--- src/rtl/serial_frame_ctrl.sv ---
// Frame sequencer behind the serial start-flag detector: captures address and length
// fields MSB first, routes L payload bits to one port, then releases the detector.
module serial_frame_ctrl #(
    parameter int ADDR_W = 2,
    parameter int LEN_W  = 4
) (
    input  logic                   clk,
    input  logic                   rst,
    input  logic                   serIn,
    input  logic                   collectvalid,
    output logic                   detect,
    output logic                   busy,
    output logic [2**ADDR_W-1:0]   port_valid,
    output logic                   port_bit,
    output logic [ADDR_W-1:0]      addr_q,
    output logic [LEN_W-1:0]       len_q,
    output logic                   done
);

    function automatic int max3(input int a, input int b, input int c);
        int m;
        m = (a > b) ? a : b;
        return (m > c) ? m : c;
    endfunction

    localparam int CNT_MAX = max3(ADDR_W, LEN_W, 2**LEN_W - 1);
    localparam int CNT_W   = $clog2(CNT_MAX + 1);

    typedef enum logic [2:0] {
        IDLE,
        ADDR,
        LEN,
        DATA,
        DONE
    } state_t;

    state_t           state;
    logic [CNT_W-1:0] cnt;
    logic [CNT_W-1:0] cnt_inc;
    logic [LEN_W-1:0] len_next;
    logic             in_data;

    assign cnt_inc  = cnt + 1'b1;
    // The DATA/DONE decision must see the length including the bit arriving now.
    assign len_next = LEN_W'({len_q, serIn});

    always_ff @(posedge clk) begin
        if (!rst) begin
            state   <= IDLE;
            cnt     <= '0;
            addr_q  <= '0;
            len_q   <= '0;
            busy    <= 1'b0;
            detect  <= 1'b0;
            done    <= 1'b0;
            in_data <= 1'b0;
        end else begin
            detect <= 1'b0;
            done   <= 1'b0;
            case (state)
                IDLE: begin
                    if (collectvalid) begin
                        state <= ADDR;
                        cnt   <= '0;
                        busy  <= 1'b1;
                    end
                end
                ADDR: begin
                    addr_q <= ADDR_W'({addr_q, serIn});
                    if (cnt_inc == CNT_W'(ADDR_W)) begin
                        state <= LEN;
                        cnt   <= '0;
                    end else begin
                        cnt <= cnt_inc;
                    end
                end
                LEN: begin
                    len_q <= len_next;
                    if (cnt_inc == CNT_W'(LEN_W)) begin
                        cnt <= '0;
                        if (len_next == '0) begin
                            state  <= DONE;
                            detect <= 1'b1;
                            done   <= 1'b1;
                        end else begin
                            state   <= DATA;
                            in_data <= 1'b1;
                        end
                    end else begin
                        cnt <= cnt_inc;
                    end
                end
                DATA: begin
                    if (cnt_inc == CNT_W'(len_q)) begin
                        state   <= DONE;
                        in_data <= 1'b0;
                        detect  <= 1'b1;
                        done    <= 1'b1;
                        cnt     <= '0;
                    end else begin
                        cnt <= cnt_inc;
                    end
                end
                DONE: begin
                    state <= IDLE;
                    busy  <= 1'b0;
                end
                default: begin
                    state   <= IDLE;
                    busy    <= 1'b0;
                    in_data <= 1'b0;
                    cnt     <= '0;
                end
            endcase
        end
    end

    always_comb begin
        port_valid = '0;
        if (in_data) begin
            port_valid[addr_q] = 1'b1;
        end
    end

    assign port_bit = in_data & serIn;

endmodule

--- config.mk ---
export PLATFORM = sky130hd
export DESIGN_NAME = serial_frame_ctrl
export DESIGN_NICKNAME = d
export VERILOG_FILES = /design/src/rtl/serial_frame_ctrl.sv
export SDC_FILE = /design/constraint.sdc
export NUM_CORES = 1
export LEC_CHECK = 0
export CORE_MARGIN = 2
export CORE_UTILIZATION = 30
export CTS_CLUSTER_SIZE = 28
export DETAILED_ROUTE_END_ITERATION = 10
export GPL_TIMING_DRIVEN = 0
export HOLD_SLACK_MARGIN = 0.03
export PLACE_DENSITY = 0.47
export REMOVE_ABC_BUFFERS = 1
export SLEW_MARGIN = 20
export SYNTH_ARGS = -nofsm -noshare
export SYNTH_HDL_FRONTEND = slang
export SYNTH_SLANG_ARGS = --single-unit
--- constraint.sdc ---
create_clock -name clk -period 2.4 [get_ports clk]
set_input_delay 0.6 -clock clk [delete_from_list [all_inputs] [get_ports clk]]
set_output_delay 0.6 -clock clk [all_outputs]
set_load 0.01 [all_outputs]
==> summary.txt, run 1 <==
Place
  – Routability cong.: 0.790
  – Detailed Place HPWL: 1790 microns
  – Placed Instance Area: 1220 sq um
  – Placed cell count: 177
  – Port bufs: 17

Floorplan
  – Row count: 21
  – Initial core utilization: 0.311
  – Die Wd: 62.8 microns
  – Num ports: 18
  – Die ar.: 3950 sq um
  – Die extent in y: 62.8 microns
  – Core area: 3340 sq um

Yosys
  – Simple-Gate Fraction of Synth Area: 0.283
  – Syn Area/Cell: 8.58 sq um
  – Post-synthesis adder-cell area fraction: 0.0361
  – Yosys warns: 0
  – Primary FF master, synth: dfxtp_1
  – Post-synthesis mux area share: 0.0675
  – Async SR Flop Fraction: 0
  – Main combinational cell family by area after synthesis: simple AND/OR/NAND/NOR gates
  – Xor and xnor area share after synthesis: 0.0566
  – Number of synthesized flops with an enable pin: 0
  – Cells after Synth: 121
  – Yosys reg bits: 16
  – Unique masters post-synth: 42
  – Mapped cell area: 1040 sq um
  – Register area share after synthesis: 0.308
  – Synth Area in Compound Gates: 0.193

Route
  – Detail Route Antenna Nets: 0
  – Routed via count: 888
  – Drt pass-1 iters: 4
  – Final WL: 2310 microns
  – Drt drc: 0
  – Vias per Instance: 4.91
  – DRT iter0 DRCs: 24
  – Post-detailed-route wirelength per cell: 12.8 microns

Global route
  – Vias in the first global route: 877
  – Overflow after GRT: 0
  – Total GRT Usage: 0.125
  – Initial antenna violation count: 0
  – First-pass GRT wire length: 4000 microns
  – Largest net degree at the start of global routing: 15

STA
  – Post-route clock period utilization: 0.891
  – Hold Vio Cnt, Final: 0
  – Setup Viol. Count Final: 0
  – Worst-Margin Slew: 515 ps
  – Slew Limit Fails: 0
  – Max Fclk: 468 MHz
  – Hold Slack: 483 ps
  – Slew headroom: 0.655
  – Post-layout minimum cycle time: 2140 ps
  – Setup Skew: 3.89 ps
  – RSZ-0062 raised after global routing: false

Clocking
  – Post-CTS setup buffer count: 0
  – CTS Hold Bufs: 0
  – Reg clk slew, reported paths: 100 ps
  – Clk_lat worst skew: 280 ps
  – CTS tree: built
  – Clock sinks: 16
  – Root buf cell: clkbuf_4
  – CTS H-Tree Depth: 1
  – Longest Clk Path Bufs: 2
  – CTS buffer count: 3

Cells and area
  – Final nets: 143
  – Diodes inserted: 0
  – Final Cell Area: 1260 sq um
  – Area grow syn2layout: 21.2%
  – Layout cell share with drive strength beyond 1: 0.0741
  – Post-route insts no fill: 181
  – Final core utilization: 0.377

Power
  – Pleak: 0.457 nW
  – Max VDD drop: 272 uV
  – PwrDens: 787 nW/um^2
  – Overall Power: 0.990 mW

Worst setup path
  – Worst Path Arrival: 2320 ps
  – Crit Path Class: register to register
  – Startpoint types: register
  – Cell family with most CP delay: flip-flops
  – CP endpoint kind: register
  – CP Max Fanout: 10
  – CP Cell Sequence: ha_1 > xor3_1 > nor3_2 > and2_4 > a31oi_1 > o211a_1
  – Worst path slowest cell: dfxtp_1
  – Crit path required time: 2580 ps
  – Max incr delay on CP: 570 ps
  – Bufs and invs on worst path: 0

Flow run
  – Max Cap Viol: 0

Min path
  – Worst min-delay path category: register to register

Outcome
  – Outcome: complete, no violations
## cell usage in the layout (no fill, tap or decap), drive strengths merged, types with 3 or more instances in the layout
| cell | count |
|---|---|
| clkdlybuf4s50 | 16 |
| nand2 | 5 |
| nor2 | 9 |
| and3 | 4 |
| dfxtp | 16 |
| a21oi | 5 |
| o21ai | 8 |
| mux2i | 7 |
| nor2b | 9 |
| nand3 | 5 |
| o21a | 3 |
| ha | 3 |
| inv | 4 |
| nor3 | 5 |
| nand2b | 4 |
| xnor2 | 4 |
| clkbuf | 4 |
## worst min-delay path, stage by stage (launching register included)
cell	delay [ps]
dfxtp_1	340
nor2_1	50
nor2_1	60
## path summary, 6_finish.rpt
path                            slack [ps]  cells past startpoint                    to                start
worst max register to register         260                      6  in_data$_SDFFE_PN0P_  cnt[0]$_SDFFE_PN0P_
worst min register to register         480                      2     busy$_SDFFE_PN0P_    busy$_SDFFE_PN0P_
worst min-delay path                   480                      2     busy$_SDFFE_PN0P_    busy$_SDFFE_PN0P_
worst max-delay path                   260                      6  in_data$_SDFFE_PN0P_  cnt[0]$_SDFFE_PN0P_
## cell usage after synthesis (2+ instances only)
cell	n	area [sq um]
dfxtp_1	16	320
nor2_1	9	33.8
nor2b_1	9	56.3
mux2i_1	7	70.1
o21ai_0	6	30.0
a21oi_1	5	25.0
nand2_1	5	18.8
nand3_1	5	25.0
and3_1	4	25.0
buf_2	4	20.0
nand2b_1	4	25.0
xnor2_1	4	35.0
ha_1	3	37.5
inv_1	3	11.3
nor3_1	3	15.0
o21a_1	3	22.5
a21boi_1	2	15.0
a31oi_1	2	12.5
and4_1	2	17.5
nor3_2	2	20.0
o21ai_1	2	10.0
## kinds of logic after synthesis
group | count (synthesis)
compound gates | 29
xor+xnor | 5
fa+ha+maj | 3
buf+inv | 11
flops | 16
mux | 7
simple gates | 50
## final cells by class
class,instances,area [sq um]
Fill cell,354,2080
Multi-Input combinational cell,94,661
Sequential cell,16,320
Timing Repair Buffer,17,169
Tap cell,46,57.6
Clock buffer,4,36.3
Inverter,4,15.0
## per-stage QoR
step                setup WS [ps]  TNS (ps)
finish                        261         0
global route                 66.8         0
CTS                           245         0
detailed placement          -11.3     -11.3
global placement             2.01         0
floorplan                     555         0
## sequential cells by signal (all words and copies together), names as in the netlist
register	count
addr_q	2
busy	1
cnt	4
done	1
in_data	1
len_q	4
state	3
## power by group
part,total [mW],internal [mW],switching (mW)
Sequential,0.403,0.308,0.0954
Clock,0.177,0.0922,0.0850
Combinational,0.410,0.193,0.217
## layer usage
layer | GRT usage | wire length, microns | part of all wire
met1 | 0.165 | 1120 | 0.48
met2 | 0.212 | 1150 | 0.50
met3 | 0.0162 | 39 | 0.017
met4 | 0.0333 | 0 | 0
met5 | 0 | 0 | 0
## repair_timing
item	4_1_cts	5_1_grt
endpoints found under the hold margin	0	0
setup endpoints to repair	1	0
resized for setup	1	0
Note: power is estimated with default switching activity, not from simulation.
==> run 2, diff against run 1 <==
--- a/config.mk
+++ b/config.mk
@@ -13,6 +13,7 @@
 export HOLD_SLACK_MARGIN = 0.03
 export PLACE_DENSITY = 0.47
 export REMOVE_ABC_BUFFERS = 1
+export SKIP_CTS_REPAIR_TIMING = 1
 export SLEW_MARGIN = 20
 export SYNTH_ARGS = -nofsm -noshare
 export SYNTH_HDL_FRONTEND = slang
==> run 2 against run 1 <==
- critical path depth unchanged
- combinational power hardly changed
- clock skew is 1.3 ps lower
- largest cell class unchanged
==> summary.txt, run 2 (synthesis gave the netlist of run 1 again) <==
STA
  – Worst-Margin Slew: 516 ps (+1.32 ps)
  – Slew Limit Fails: 0 (unchanged)
  – Hold Vio Cnt, Final: 0 (unchanged)
  – Max Fclk: 467 MHz (-0.20%)
  – Hold Slack: 483 ps (-0.0190 ps)
  – PnR worst setup slack: 257 ps (-4.30 ps)
  – Setup Viol. Count Final: 0 (unchanged)
  – Slew headroom: 0.654 (-0.000883)
  – Post-route clock period utilization: 0.893 (+0.00179)
  – Setup Skew: 2.58 ps (-1.31 ps)
  – RSZ-0062 raised after global routing: false
  – Post-layout minimum cycle time: 2140 ps (+4.30 ps)

Power
  – Int Pwr: 0.593 mW (about the same)
  – Combinational Power Share: 0.415 (about the same)
  – Power share of the clock group: 0.178 (about the same)
  – Overall Power: 0.991 mW (about the same)
  – Sequential share of power: 0.407 (about the same)
  – Switch share: 0.401 (about the same)
  – Pleak: 0.465 nW (+1.7%)
  – Max VDD drop: 270 uV (-0.58%)
  – Sw power: 0.398 mW (about the same)
  – PwrDens: 785 nW/um^2 (-0.22%)

Worst setup path
  – Crit Path Class: register to register
  – Crit path from: cnt[0]$_SDFFE_PN0P_
  – R2R Setup Slk: 260 ps (about the same)
  – Max incr delay on CP: 570 ps (about the same)
  – Worst Path Arrival: 2320 ps (about the same)
  – Cell depth of the worst flop-to-flop path: 6 (unchanged)
  – Cell family with most CP delay: flip-flops
  – Worst path slowest cell: dfxtp_1
  – Bufs and invs on worst path: 0 (unchanged)
  – CP Max Fanout: 10 (unchanged)
  – Startpoint types: register
  – CP endpoint kind: register
  – Crit path required time: 2580 ps (about the same)
  – R2R Path Start: cnt[0]$_SDFFE_PN0P_
  – CP Cell Sequence: ha_1 > xor3_1 > nor3_2 > and2_4 > a31oi_1 > o211a_1
  – Critical R2R Capture: in_data$_SDFFE_PN0P_
  – Crit path to: in_data$_SDFFE_PN0P_
  – Cell count along the critical path: 6 (unchanged)

Min path
  – Worst min-delay path category: register to register

Global route
  – Largest net degree at the start of global routing: 15 (unchanged)
  – Total GRT Usage: 0.125 (unchanged)
  – First-pass GRT wire length: 4000 microns (unchanged)
  – Overflow after GRT: 0 (unchanged)
  – Initial antenna violation count: 0 (unchanged)
  – Vias in the first global route: 877 (unchanged)

Floorplan
  – Die Wd: 62.8 microns (unchanged)
  – Core area: 3340 sq um (unchanged)
  – Num ports: 18 (unchanged)
  – Die extent in y: 62.8 microns (unchanged)
  – Initial core utilization: 0.311 (unchanged)
  – Row count: 21 (unchanged)
  – Die ar.: 3950 sq um (unchanged)

Cells and area
  – Layout cell share with drive strength beyond 1: 0.0741 (unchanged)
  – Diodes inserted: 0 (unchanged)
  – Final nets: 143 (unchanged)
  – Biggest regs: cnt (4), len_q (4), state (3)
  – Fillers: 353 (-0.28%)
  – Commonest non-fill, non-tap cells in the layout: 16 x dfxtp_1, 16 x clkdlybuf4s50_1, 9 x nor2_1, 9 x nor2b_1, 7 x mux2i_1
  – Area grow syn2layout: 21.6%

Route
  – Drt pass-1 iters: 4 (unchanged)
  – Final WL: 2310 microns (+0.13%)
  – Post-detailed-route wirelength per cell: 12.8 microns (+0.13%)
  – Routed via count: 890 (+0.23%)
  – Detail Route Antenna Nets: 0 (unchanged)
  – Vias per Instance: 4.92 (+0.23%)
  – DRT iter0 DRCs: 26 (+8.3%)
  – Drt drc: 0 (unchanged)

Clocking
  – Clock sinks: 16 (unchanged)
  – CTS H-Tree Depth: 1 (unchanged)
  – CTS buffer count: 3 (unchanged)
  – Longest Clk Path Bufs: 2 (unchanged)
  – Reg clk slew, reported paths: 100 ps (about the same)
  – Clk_lat worst skew: 280 ps (about the same)
  – CTS tree: built
  – Root buf cell: clkbuf_4

Place
  – Port bufs: 17 (unchanged)
  – Routability cong.: 0.790 (unchanged)
  – Setup WS pre-CTS: -11.3 ps (unchanged)
  – Detailed Place HPWL: 1790 microns (unchanged)

Flow run
  – Max Cap Viol: 0 (unchanged)

Outcome
  – Outcome: complete, no violations
[run 2: cell types whose count changed in the layout (fill, tap and decap cells not counted), sizes merged]
cell,delta
dlymetal6s2s,+1
dlygate4sd2,-1
[run 2: through the flow]
step / setup TNS, ps / utilization / std cells / area, sq um
finish: 0 / 0.378 / 181 / 1260
detailed placement: -11.3 / 0.367 / 177 / 1220
floorplan: 0 / - / 114 / 996
global placement: 0 / 0.367 / 177 / 1220
CTS: -11.3 / 0.378 / 181 / 1260
global route: 0 / 0.378 / 181 / 1260
[run 2: layout make-up]
cell class,count,area [sq um],area share
tap,46,57.6,0.0456
inverter,4,15.0,0.0119
clock buffer,4,36.3,0.0287
sequential,16,320,0.254
multi-input combinational,94,661,0.523
timing repair buffer,17,173,0.137
[run 2: per-layer routing]
metal  GRT usage  share of wire
met4      0.0333              0
met5           0              0
met1       0.165           0.48
met2       0.212           0.50
met3      0.0162          0.017
[run 2: worst min-delay path, stage by stage, from the launching register on]
cell	delay, ps
dfxtp_1	340
nor2_1	50
nor2_1	60
[run 2: worst min-delay path by stage]
stage	startpoint	end	cells past startpoint
after CTS	busy$_SDFFE_PN0P_	busy$_SDFFE_PN0P_	2
after global placement	busy$_SDFFE_PN0P_	busy$_SDFFE_PN0P_	2
after global routing	busy$_SDFFE_PN0P_	busy$_SDFFE_PN0P_	2
after floorplan	cnt[3]$_SDFFE_PN0P_	cnt[3]$_SDFFE_PN0P_	1
after detailed placement	busy$_SDFFE_PN0P_	busy$_SDFFE_PN0P_	2
final	busy$_SDFFE_PN0P_	busy$_SDFFE_PN0P_	2
[run 2: power groups by stage]
| stage | clock, mW | sequential (mW) | combinational, mW |
|---|---|---|---|
| 2_1_floorplan | 0 | 0.391 | 0.306 |
| 3_3_place_gp | 0 | 0.409 | 0.412 |
| 3_5_place_dp | 0 | 0.409 | 0.413 |
| 4_1_cts | 0.188 | 0.403 | 0.414 |
| 5_1_grt | 0.201 | 0.416 | 0.463 |
| 6_report | 0.176 | 0.403 | 0.411 |
==> run 3, diff against run 2 <==
--- a/config.mk
+++ b/config.mk
@@ -5,8 +5,10 @@
 export SDC_FILE = /design/constraint.sdc
 export NUM_CORES = 1
 export LEC_CHECK = 0
+export ABC_CLOCK_PERIOD_IN_PS = 2400
 export CORE_MARGIN = 2
 export CORE_UTILIZATION = 30
+export CTS_CLUSTER_DIAMETER = 40
 export CTS_CLUSTER_SIZE = 28
 export DETAILED_ROUTE_END_ITERATION = 10
 export GPL_TIMING_DRIVEN = 0
==> results of run 3 <==
The final DEF is identical to that of run 2; final timing and power are the same.
